--- config.mk ---
export PLATFORM = sky130hd
export DESIGN_NAME = mem_arbiter
export DESIGN_NICKNAME = d
export VERILOG_FILES = /design/src/rtl/mem_arbiter.sv
export SDC_FILE = /design/constraint.sdc
export NUM_CORES = 1
export LEC_CHECK = 0
export ABC_AREA = 1
export CORE_ASPECT_RATIO = 1.1
export CORE_UTILIZATION = 25
export DETAILED_ROUTE_END_ITERATION = 16
export GPL_TIMING_DRIVEN = 0
export PLACE_DENSITY_LB_ADDON = 0.2
export SLEW_MARGIN = 5
export SYNTH_ARGS = -nofsm -noshare
export SYNTH_HDL_FRONTEND = slang
export SYNTH_SLANG_ARGS = --single-unit
--- constraint.sdc ---
create_clock -name I_clk -period 1.66 [get_ports I_clk]
set_clock_uncertainty 0.15 [all_clocks]
set_input_delay 0.249 -clock I_clk [delete_from_list [all_inputs] [get_ports I_clk]]
set_output_delay 0.249 -clock I_clk [all_outputs]
set_load 0.03 [all_outputs]
--- src/rtl/mem_arbiter.sv ---
// -----------------------------------------------------------------------------
// mem_arbiter
//
// Two-port round-robin arbiter in front of mem_ctrl. Port 0 is the
// instruction-fetch requester and port 1 is the load/store requester. One
// transaction is granted at a time. The command goes to mem_ctrl as a
// one-cycle O_exec pulse. Read data and a one-cycle done pulse return to the
// port that was granted.
//
// Ports
//   I_clk, I_rst_n            clock; asynchronous active-low reset
//   I_pX_req                  port X request level, held until O_pX_done
//   I_pX_write                port X write (1) / read (0)
//   I_pX_addr, I_pX_data      port X address and write data
//   O_pX_rdata                port X read data (registered)
//   O_pX_done                 port X completion, one-cycle pulse
//   O_exec/O_write/O_addr/O_data  command to mem_ctrl (registered)
//   I_ready, I_data_ready     status from mem_ctrl
//   I_mem_data                read data from mem_ctrl
//
// Every output is a flop. I_ready never reaches O_exec combinationally,
// because mem_ctrl's ready depends on its exec input.
// -----------------------------------------------------------------------------
module mem_arbiter #(
  parameter int AW = 16,
  parameter int DW = 16
) (
  input  logic          I_clk,
  input  logic          I_rst_n,

  input  logic          I_p0_req,
  input  logic          I_p0_write,
  input  logic [AW-1:0] I_p0_addr,
  input  logic [DW-1:0] I_p0_data,
  output logic [DW-1:0] O_p0_rdata,
  output logic          O_p0_done,

  input  logic          I_p1_req,
  input  logic          I_p1_write,
  input  logic [AW-1:0] I_p1_addr,
  input  logic [DW-1:0] I_p1_data,
  output logic [DW-1:0] O_p1_rdata,
  output logic          O_p1_done,

  output logic          O_exec,
  output logic          O_write,
  output logic [AW-1:0] O_addr,
  output logic [DW-1:0] O_data,
  input  logic          I_ready,
  input  logic          I_data_ready,
  input  logic [DW-1:0] I_mem_data
);

  typedef enum logic [1:0] {
    S_IDLE    = 2'd0,
    S_ISSUE   = 2'd1,
    S_WAIT_RD = 2'd2,
    S_WAIT_WR = 2'd3
  } state_t;

  state_t r_state;
  state_t w_state_nxt;

  // Port that won the most recent grant. It resets to 1, so port 0 takes
  // the first tie.
  logic r_last_grant;
  logic w_last_grant_nxt;

  // Port that owns the transaction in flight.
  logic r_gnt;
  logic w_gnt_nxt;

  logic          w_exec_nxt;
  logic          w_write_nxt;
  logic [AW-1:0] w_addr_nxt;
  logic [DW-1:0] w_data_nxt;
  logic [DW-1:0] w_p0_rdata_nxt;
  logic [DW-1:0] w_p1_rdata_nxt;
  logic          w_p0_done_nxt;
  logic          w_p1_done_nxt;

  // A port whose done is high this cycle still has its old request asserted.
  // Masking it here prevents that stale request from being granted again.
  logic w_p0_elig;
  logic w_p1_elig;
  logic w_any_elig;
  logic w_sel;

  assign w_p0_elig  = I_p0_req & ~O_p0_done;
  assign w_p1_elig  = I_p1_req & ~O_p1_done;
  assign w_any_elig = w_p0_elig | w_p1_elig;
  // On a tie the port that did not win last time gets the grant.
  assign w_sel      = (w_p0_elig & w_p1_elig) ? ~r_last_grant : w_p1_elig;

  // State and output registers
  always_ff @(posedge I_clk or negedge I_rst_n) begin
    if (!I_rst_n) begin
      r_state      <= S_IDLE;
      r_last_grant <= 1'b1;
      r_gnt        <= 1'b0;
      O_exec       <= 1'b0;
      O_write      <= 1'b0;
      O_addr       <= '0;
      O_data       <= '0;
      O_p0_rdata   <= '0;
      O_p1_rdata   <= '0;
      O_p0_done    <= 1'b0;
      O_p1_done    <= 1'b0;
    end else begin
      r_state      <= w_state_nxt;
      r_last_grant <= w_last_grant_nxt;
      r_gnt        <= w_gnt_nxt;
      O_exec       <= w_exec_nxt;
      O_write      <= w_write_nxt;
      O_addr       <= w_addr_nxt;
      O_data       <= w_data_nxt;
      O_p0_rdata   <= w_p0_rdata_nxt;
      O_p1_rdata   <= w_p1_rdata_nxt;
      O_p0_done    <= w_p0_done_nxt;
      O_p1_done    <= w_p1_done_nxt;
    end
  end

  // Next-state and next-output logic
  always_comb begin
    // Every register holds by default. The exec and done pulses default low.
    w_state_nxt      = r_state;
    w_last_grant_nxt = r_last_grant;
    w_gnt_nxt        = r_gnt;
    w_exec_nxt       = 1'b0;
    w_write_nxt      = O_write;
    w_addr_nxt       = O_addr;
    w_data_nxt       = O_data;
    w_p0_rdata_nxt   = O_p0_rdata;
    w_p1_rdata_nxt   = O_p1_rdata;
    w_p0_done_nxt    = 1'b0;
    w_p1_done_nxt    = 1'b0;

    unique case (r_state)
      S_IDLE: begin
        if (I_ready && w_any_elig) begin
          w_gnt_nxt        = w_sel;
          w_last_grant_nxt = w_sel;
          w_exec_nxt       = 1'b1;
          w_state_nxt      = S_ISSUE;
          if (w_sel) begin
            w_write_nxt = I_p1_write;
            w_addr_nxt  = I_p1_addr;
            w_data_nxt  = I_p1_data;
          end else begin
            w_write_nxt = I_p0_write;
            w_addr_nxt  = I_p0_addr;
            w_data_nxt  = I_p0_data;
          end
        end
      end

      // mem_ctrl takes the command on this cycle's closing edge. Exec drops
      // here, so the pulse lasts exactly one cycle.
      S_ISSUE: begin
        w_state_nxt = O_write ? S_WAIT_WR : S_WAIT_RD;
      end

      // mem_ctrl clears data_ready on the accept edge. Any data_ready seen
      // here therefore belongs to the current read.
      S_WAIT_RD: begin
        if (I_data_ready) begin
          w_state_nxt = S_IDLE;
          if (r_gnt) begin
            w_p1_rdata_nxt = I_mem_data;
            w_p1_done_nxt  = 1'b1;
          end else begin
            w_p0_rdata_nxt = I_mem_data;
            w_p0_done_nxt  = 1'b1;
          end
        end
      end

      S_WAIT_WR: begin
        if (I_ready) begin
          w_state_nxt = S_IDLE;
          if (r_gnt) begin
            w_p1_done_nxt = 1'b1;
          end else begin
            w_p0_done_nxt = 1'b1;
          end
        end
      end

      default: begin
        w_state_nxt = S_IDLE;
      end
    endcase
  end

endmodule

# Word-level counts from Yosys, hierarchy flattened
# Cells that the tools add are included.
# word_totals
ff_bits,72
in_bits,88
output_inout_bits,68
wordCells,50
# op_classes
eq_ne,6
muxes,19
n_bitwise,8
reduce_logical,6
# ops
cell,n
2-to-1 mux 16 bit,2
2-to-1 mux 1 bit,11
AND reduction 3 bit,3
case mux 2 bit (4 select lines),1
2-to-1 mux 2 bit,3
inequality test 2 bit (second input constant),3
equality test 2 bit (second input constant),2
inverter 1 bit,4
case mux 1 bit (2 select lines),2
AND 1 bit,3
equality test 2 x 1 -> 1 bit (second input constant),1
zero test 2 bit,1
AND reduction 2 bit,1
logical AND 1 bit,1
bitwise OR 1 bit,1

# Depth between registers and ports, before layout
# Gate-level depths: netlist (run 1).
# logic_depth
word_depth,6
mapped_depth,7
mapped_depth_nobuf,7

# Least setup slack after synthesis (run 1)
# Ideal clock, no wire load.
# synth_path
path_kind,flip-flop to flip-flop
start,register O_p0_done
end,register O_addr[10]
setup_time_ns,0.117
arrival_ns,1.267
required_ns,1.393
slack_ns,0.126
stages_incl_launch_ff,7
path_buffers,1
synth_period_minus_slack_ns,1.534
cell_sequence,dfrtp_1 > inv_1 > nand3_1 > clkbuf_1 > nand3b_1 > nand3_1 > nand2_1
# synth_via
elab_chain_cells,5
elab_cells_between_ends,8
classes_between,mux (2); bitwise (4); reduce/logical (2)
# synth_rtl
element,line,text
from (decl),36,"output logic O_p0_done,"
from (signal assigned),119,O_p0_done <= w_p0_done_nxt;
inverter 1 bit (*),89,assign w_p0_elig = I_p0_req & ~O_p0_done;
AND 1 bit (*),89,
AND 1 bit / bitwise OR 1 bit (equally long branches),"93, 91",
2-to-1 mux 1 bit / logical AND 1 bit (equally long branches),"93, 141",
2-to-1 mux 16 bit / AND reduction 2 bit (equally long branches),-,
to (signal assigned),115,O_addr <= w_addr_nxt;
to (decl),47,"output logic [AW-1:0] O_addr,"
# Every way passes the cells marked *; elsewhere a longest branch is shown, timed or not.
# A chain may end at the register's enable or synchronous reset.

# Worst setup path in the final report (run 1)
# layout_path
start,register O_p1_done
end,output O_p1_done
# layout_lines
element,line,text
from (decl),43,"output logic O_p1_done,"
from (signal assigned),120,O_p1_done <= w_p1_done_nxt;
# No word-level cell between the ends.

==> run metrics, run 1 <==
Layout Cells excl Fill 738; Synth Area in XOR/XNOR 0; Initial Util 0.256; setup TNS 0 ns; Tmin final 1.59 ns; Avg Vias per Cell roughly 4.4; Max H-tree Level 3; Slew Viols, Final 0; worst skew pair latency 0.33 ns; WP data arrival 1.19 ns; Synth Area in Simple Gates 0.314; Crit Path Category reg2out; DP HPWL 7460 um; status complete, no violations; Max-Cap Viols 0; Fillers 1409; Max transition margin 0.690; YS warnings 0; ranking of synthesized cells by area dfrtp_1, nand2_1, nand3b_1; P per Cell Area 1800 nW/um^2; Period Utilization, post-route 0.955; most frequent cells in the layout nand2_1, clkdlybuf4s50_1, dfrtp_1; Critical Path RT 1.26 ns; Post-DP Area between 5000 and 6000 sq um; largest net degree at the start of global routing 42; post-synthesis area per instance approximately 8.4 sq um; Compound-Gate Fraction of Synth Area 0.0536; routed length on met3 ~540 um; critical path capture point type output pin; GRT overflow 0; slowest stage delay, CP 0.46 ns; peak supply drop 792 uV; adder-cell share of the synthesized area 0; fmax 631 MHz; WL/cell 14.0 um; chip width roughly 110 um; wl on met1 4560 um; delay-heaviest family, CP buffers and inverters; drt pass-1 iters 4; post-synthesis instance area approximately 3400 sq um; largest family of logic cells by synthesized area simple AND/OR/NAND/NOR gates; RD Place Congestion ~0.76; Startpoint Class register; Hold WC Path Type in2async; final setup fails 0; Max Buffers Root-to-Sink 2; Synth top area share 0.525; layout net count between 600 and 700; CTS tree built; Buf+Inv Stages, Crit Path 1; Placement Setup Slack -0.317 ns; row count 44; r2r setup slk 0.12 ns; metal2 WL roughly 5100 um; multi-input logic area 1260 sq um; All-Layer GR Usage 0.153; unrepaired setup endpoints after global routing no; DR vias 3228; total wire length approximately 10000 um; Port Buffer Count 155; Num CTS Buffers 9; Top Ports 156; clock-pin slew on the worst setup and hold paths ~0.07 ns; syn nets ~500; uppermost routed layer met4; n_diodes 0; flops & latches, synth 72; Slew @ Worst Pin 0.465 ns; CTS Sinks 72; design area ~5400 sq um; sequential area share after synthesis 0.533; Synth cell types 22; multiplexer share of the synthesized area 0; CP Max Fanout 3; Iteration-0 DRC Markers 182; area leader, netlist dfrtp_1; vias in the first global route 3227; commonest non-fill, non-tap cell in the layout nand2_1; Area Overhead vs Synth 59.6%; core box area 13200 sq um; Total Die Area around 14000 sq um; Reg area 1800 sq um; CTS Root Cell clkbuf_16; setup bufs post-CTS 0; crit-path cells dlygate4sd2_1; initial antenna violation count 0; leakage power between 0.002 and 0.003 uW; DIE HEIGHT 124 um; ANT nets after route 0; Syn Inst Count slightly above 400; setup ws final 0.0746 ns; drc violations 0; share of layout cells above drive strength 1 0.0953; Placed Instances 721; first-pass GRT wire length roughly 16000 um; final hold vios 0; critical path's slowest cell dlygate4sd2_1
## final timing paths
kind | cells after the start | end | from
setup reg to reg | 6 | O_data[10] | r_last_grant
setup / recovery | 1 | O_p1_done | O_p1_done
max in group asynchronous | 3 | r_last_grant | I_rst_n
hold reg to reg | 2 | O_data[12] | O_data[12]
min in group I_clk | 2 | O_data[12] | O_data[12]
hold / removal | 2 | O_data[15] | I_rst_n
## power breakdown
part / switching (uW) / leakage, uW / internal [uW]
sequential: 446 / 0.000898 / 2580
clock: 814 / 0.000139 / 1180
combinational: 3110 / 0.00177 / 1590
## layer usage
| layer | global-route usage | vias to the layer above |
|---|---|---|
| met1 | 0.185 | 1527 |
| met3 | 0.0350 | 9 |
| met5 | 0 | - |
| met4 | 0.0543 | 0 |
| met2 | 0.267 | 85 |
| li1 | - | 1607 |
## area by class of cell
class / count / share of cell area
Tap cell: 161 / 0.0373
Clock buffer: 9 / 0.0417
Clock inverter: 7 / 0.0146
Multi-Input combinational cell: 255 / 0.233
Inverter: 56 / 0.0389
Timing Repair Buffer: 157 / 0.277
Sequential cell: 72 / 0.334
Buffer: 21 / 0.0243
## cell families after synthesis
group                  after synthesis
AO/OA/AOI/OAI                       34
flip-flops                          72
AND/OR/NAND/NOR                    221
buffers and inverters               77
## Yosys cell counts, drive strengths merged
cell type and number:
dfstp 1, clkbuf 4, inv 56, a21oi 1, nand4 1, buf 17
nand2 140, nand3b 34, o21ai 33, nor2 7, dfrtp 71, nand3 39
## per-stage QoR
| step | utilization | total power, uW | hold slack (ns) |
|---|---|---|---|
| 2_1_floorplan | - | 6050 | -0.197 |
| 3_3_place_gp | 0.389 | 8310 | 0.304 |
| 3_5_place_dp | 0.390 | 8370 | 0.0833 |
| 4_1_cts | 0.408 | 9880 | 0.275 |
| 5_1_grt | 0.409 | 10400 | 0.316 |
| 6_report | 0.409 | 9730 | 0.260 |
## registers in the layout (all words and copies together) (netlist names)
register	flops
O_addr	16
O_data	16
O_p0_rdata	16
O_p1_rdata	16
r_state	2
O_exec	1
O_p0_done	1
O_p1_done	1
O_write	1
r_gnt	1
r_last_grant	1
## timing repair
action	4_1_cts	5_1_grt
setup endpoints to repair	98	21
hold buffers	1	0
gates resized for setup	70	8
hold endpoints to repair	31	0
(Power assumes the default switching activity.)
==> inputs of run 2 (changes only) <==
MAX_ROUTING_LAYER = met4   (was unset)
==> run metrics, run 2 (same netlist as run 1, synthesis figures left out) <==
status complete, no violations; Tmin final around 1.6 ns; Fillers 1409; WP data arrival 1.19 ns; most frequent cells in the layout nand2_1, clkdlybuf4s50_1, dfrtp_1; multi-input logic area ~1300 sq um; unrepaired setup endpoints after global routing no; Max Buffers Root-to-Sink 2; first-pass GRT wire length 16300 um; Crit Path Category reg2out; Initial Util 0.256; Buf+Inv Stages, Crit Path 1; Slew Viols, Final 0; row count 44; initial antenna violation count 0; CTS Sinks 72; CTS tree built; core box area approximately 13000 sq um; slowest stage delay, CP 0.46 ns; CTS Root Cell clkbuf_16; All-Layer GR Usage 0.157; clock-pin slew on the worst setup and hold paths about 0.070 ns; worst r2r dst O_data[14]; DR vias 3240; setup TNS 0 ns; Num CTS Buffers 9; Max H-tree Level 3; layout net count 660; Area Overhead vs Synth 59.6%; P per Cell Area roughly 1800 nW/um^2; Hold WC Path Type in2async; total wire length 10300 um; WL/cell ~14 um; Top Ports 156; Period Utilization, post-route 0.956; worst skew pair latency 0.33 ns; Port Buffer Count ~160; crit-path cells dlygate4sd2_1; total power approximately 9700 uW; Slew @ Worst Pin 0.465 ns; setup ws final 0.0724 ns; delay-heaviest family, CP buffers and inverters; Placement Setup Slack -0.317 ns; drt pass-1 iters 4; worst reg2reg startpoint r_state[0]; Critical Path RT 1.26 ns; CP Max Fanout 3; RD Place Congestion 0.768; r2r setup slk 0.11 ns; DIE HEIGHT around 120 um; critical path capture point type output pin; n_diodes 0; Max transition margin 0.690; critical path's slowest cell dlygate4sd2_1; chip width 113 um; Iteration-0 DRC Markers around 180; DP HPWL 7460 um; setup bufs post-CTS 0; fmax around 630 MHz; Worst Reg-to-Reg Cells 6; vias in the first global route 3240; leakage power ~0.0028 uW; Startpoint Class register; final setup fails 0; share of layout cells above drive strength 1 0.0953; final hold vios 0; commonest non-fill, non-tap cell in the layout nand2_1; peak supply drop 793 uV; largest net degree at the start of global routing 42; Reg area 1800 sq um; ANT nets after route 0; GRT overflow 0; Avg Vias per Cell 4.39; drc violations 0; Layout Utilization 0.409; Max-Cap Viols 0; Total Die Area 14000 sq um
run 2: cell counts in the layout (fill, tap and decap cells not counted):
Identical to the previous run, type by type.
run 2: metal layers:
layer	global-route usage	vias to the layer above	wire, um
met5	-	-	0
met1	0.187	1539	4610
li1	-	1604	-
met3	0.0302	10	456
met2	0.267	87	5160
met4	0.0543	0	120
run 2: cell type report:
class                           count  area share
Sequential cell                    72       0.334
Timing Repair Buffer              157       0.277
Multi-Input combinational cell    255       0.233
Clock buffer                        9      0.0417
Inverter                           56      0.0389
Tap cell                          161      0.0373
Buffer                             21      0.0243
Clock inverter                      7      0.0146
run 2: how the worst max path moves through the flow:
stage	start	to	cells past startpoint
global route	r_last_grant	O_addr[9]	6
detailed placement	I_p0_req	O_data[14]	7
global placement	I_rst_n	O_p1_rdata[5]	1
finish	O_p1_done	O_p1_done	1
floorplan	O_p0_done	O_addr[10]	6
CTS	I_p1_req	O_data[10]	7
run 2: power breakdown:
| part | internal, uW | switching (uW) | leakage, uW |
|---|---|---|---|
| registers | 2580 | 449 | 0.000898 |
| clock network | 1180 | 810 | 0.000139 |
| logic | 1590 | 3120 | 0.00177 |
run 2: what timing repair did:
item | CTS | global route
gates resized for setup | 70 | 8
hold endpoints to repair | 31 | 0
setup endpoints to repair | 98 | 21
hold buffers | 1 | 0
run 2: per-stage QoR:
stage	area, sq um	cells	hold slack, ns
after floorplan	3380	404	-0.197
after global placement	5140	720	0.304
after detailed placement	5150	721	0.0833
after CTS	5390	738	0.275
after global routing	5400	738	0.316
final	5400	738	0.260
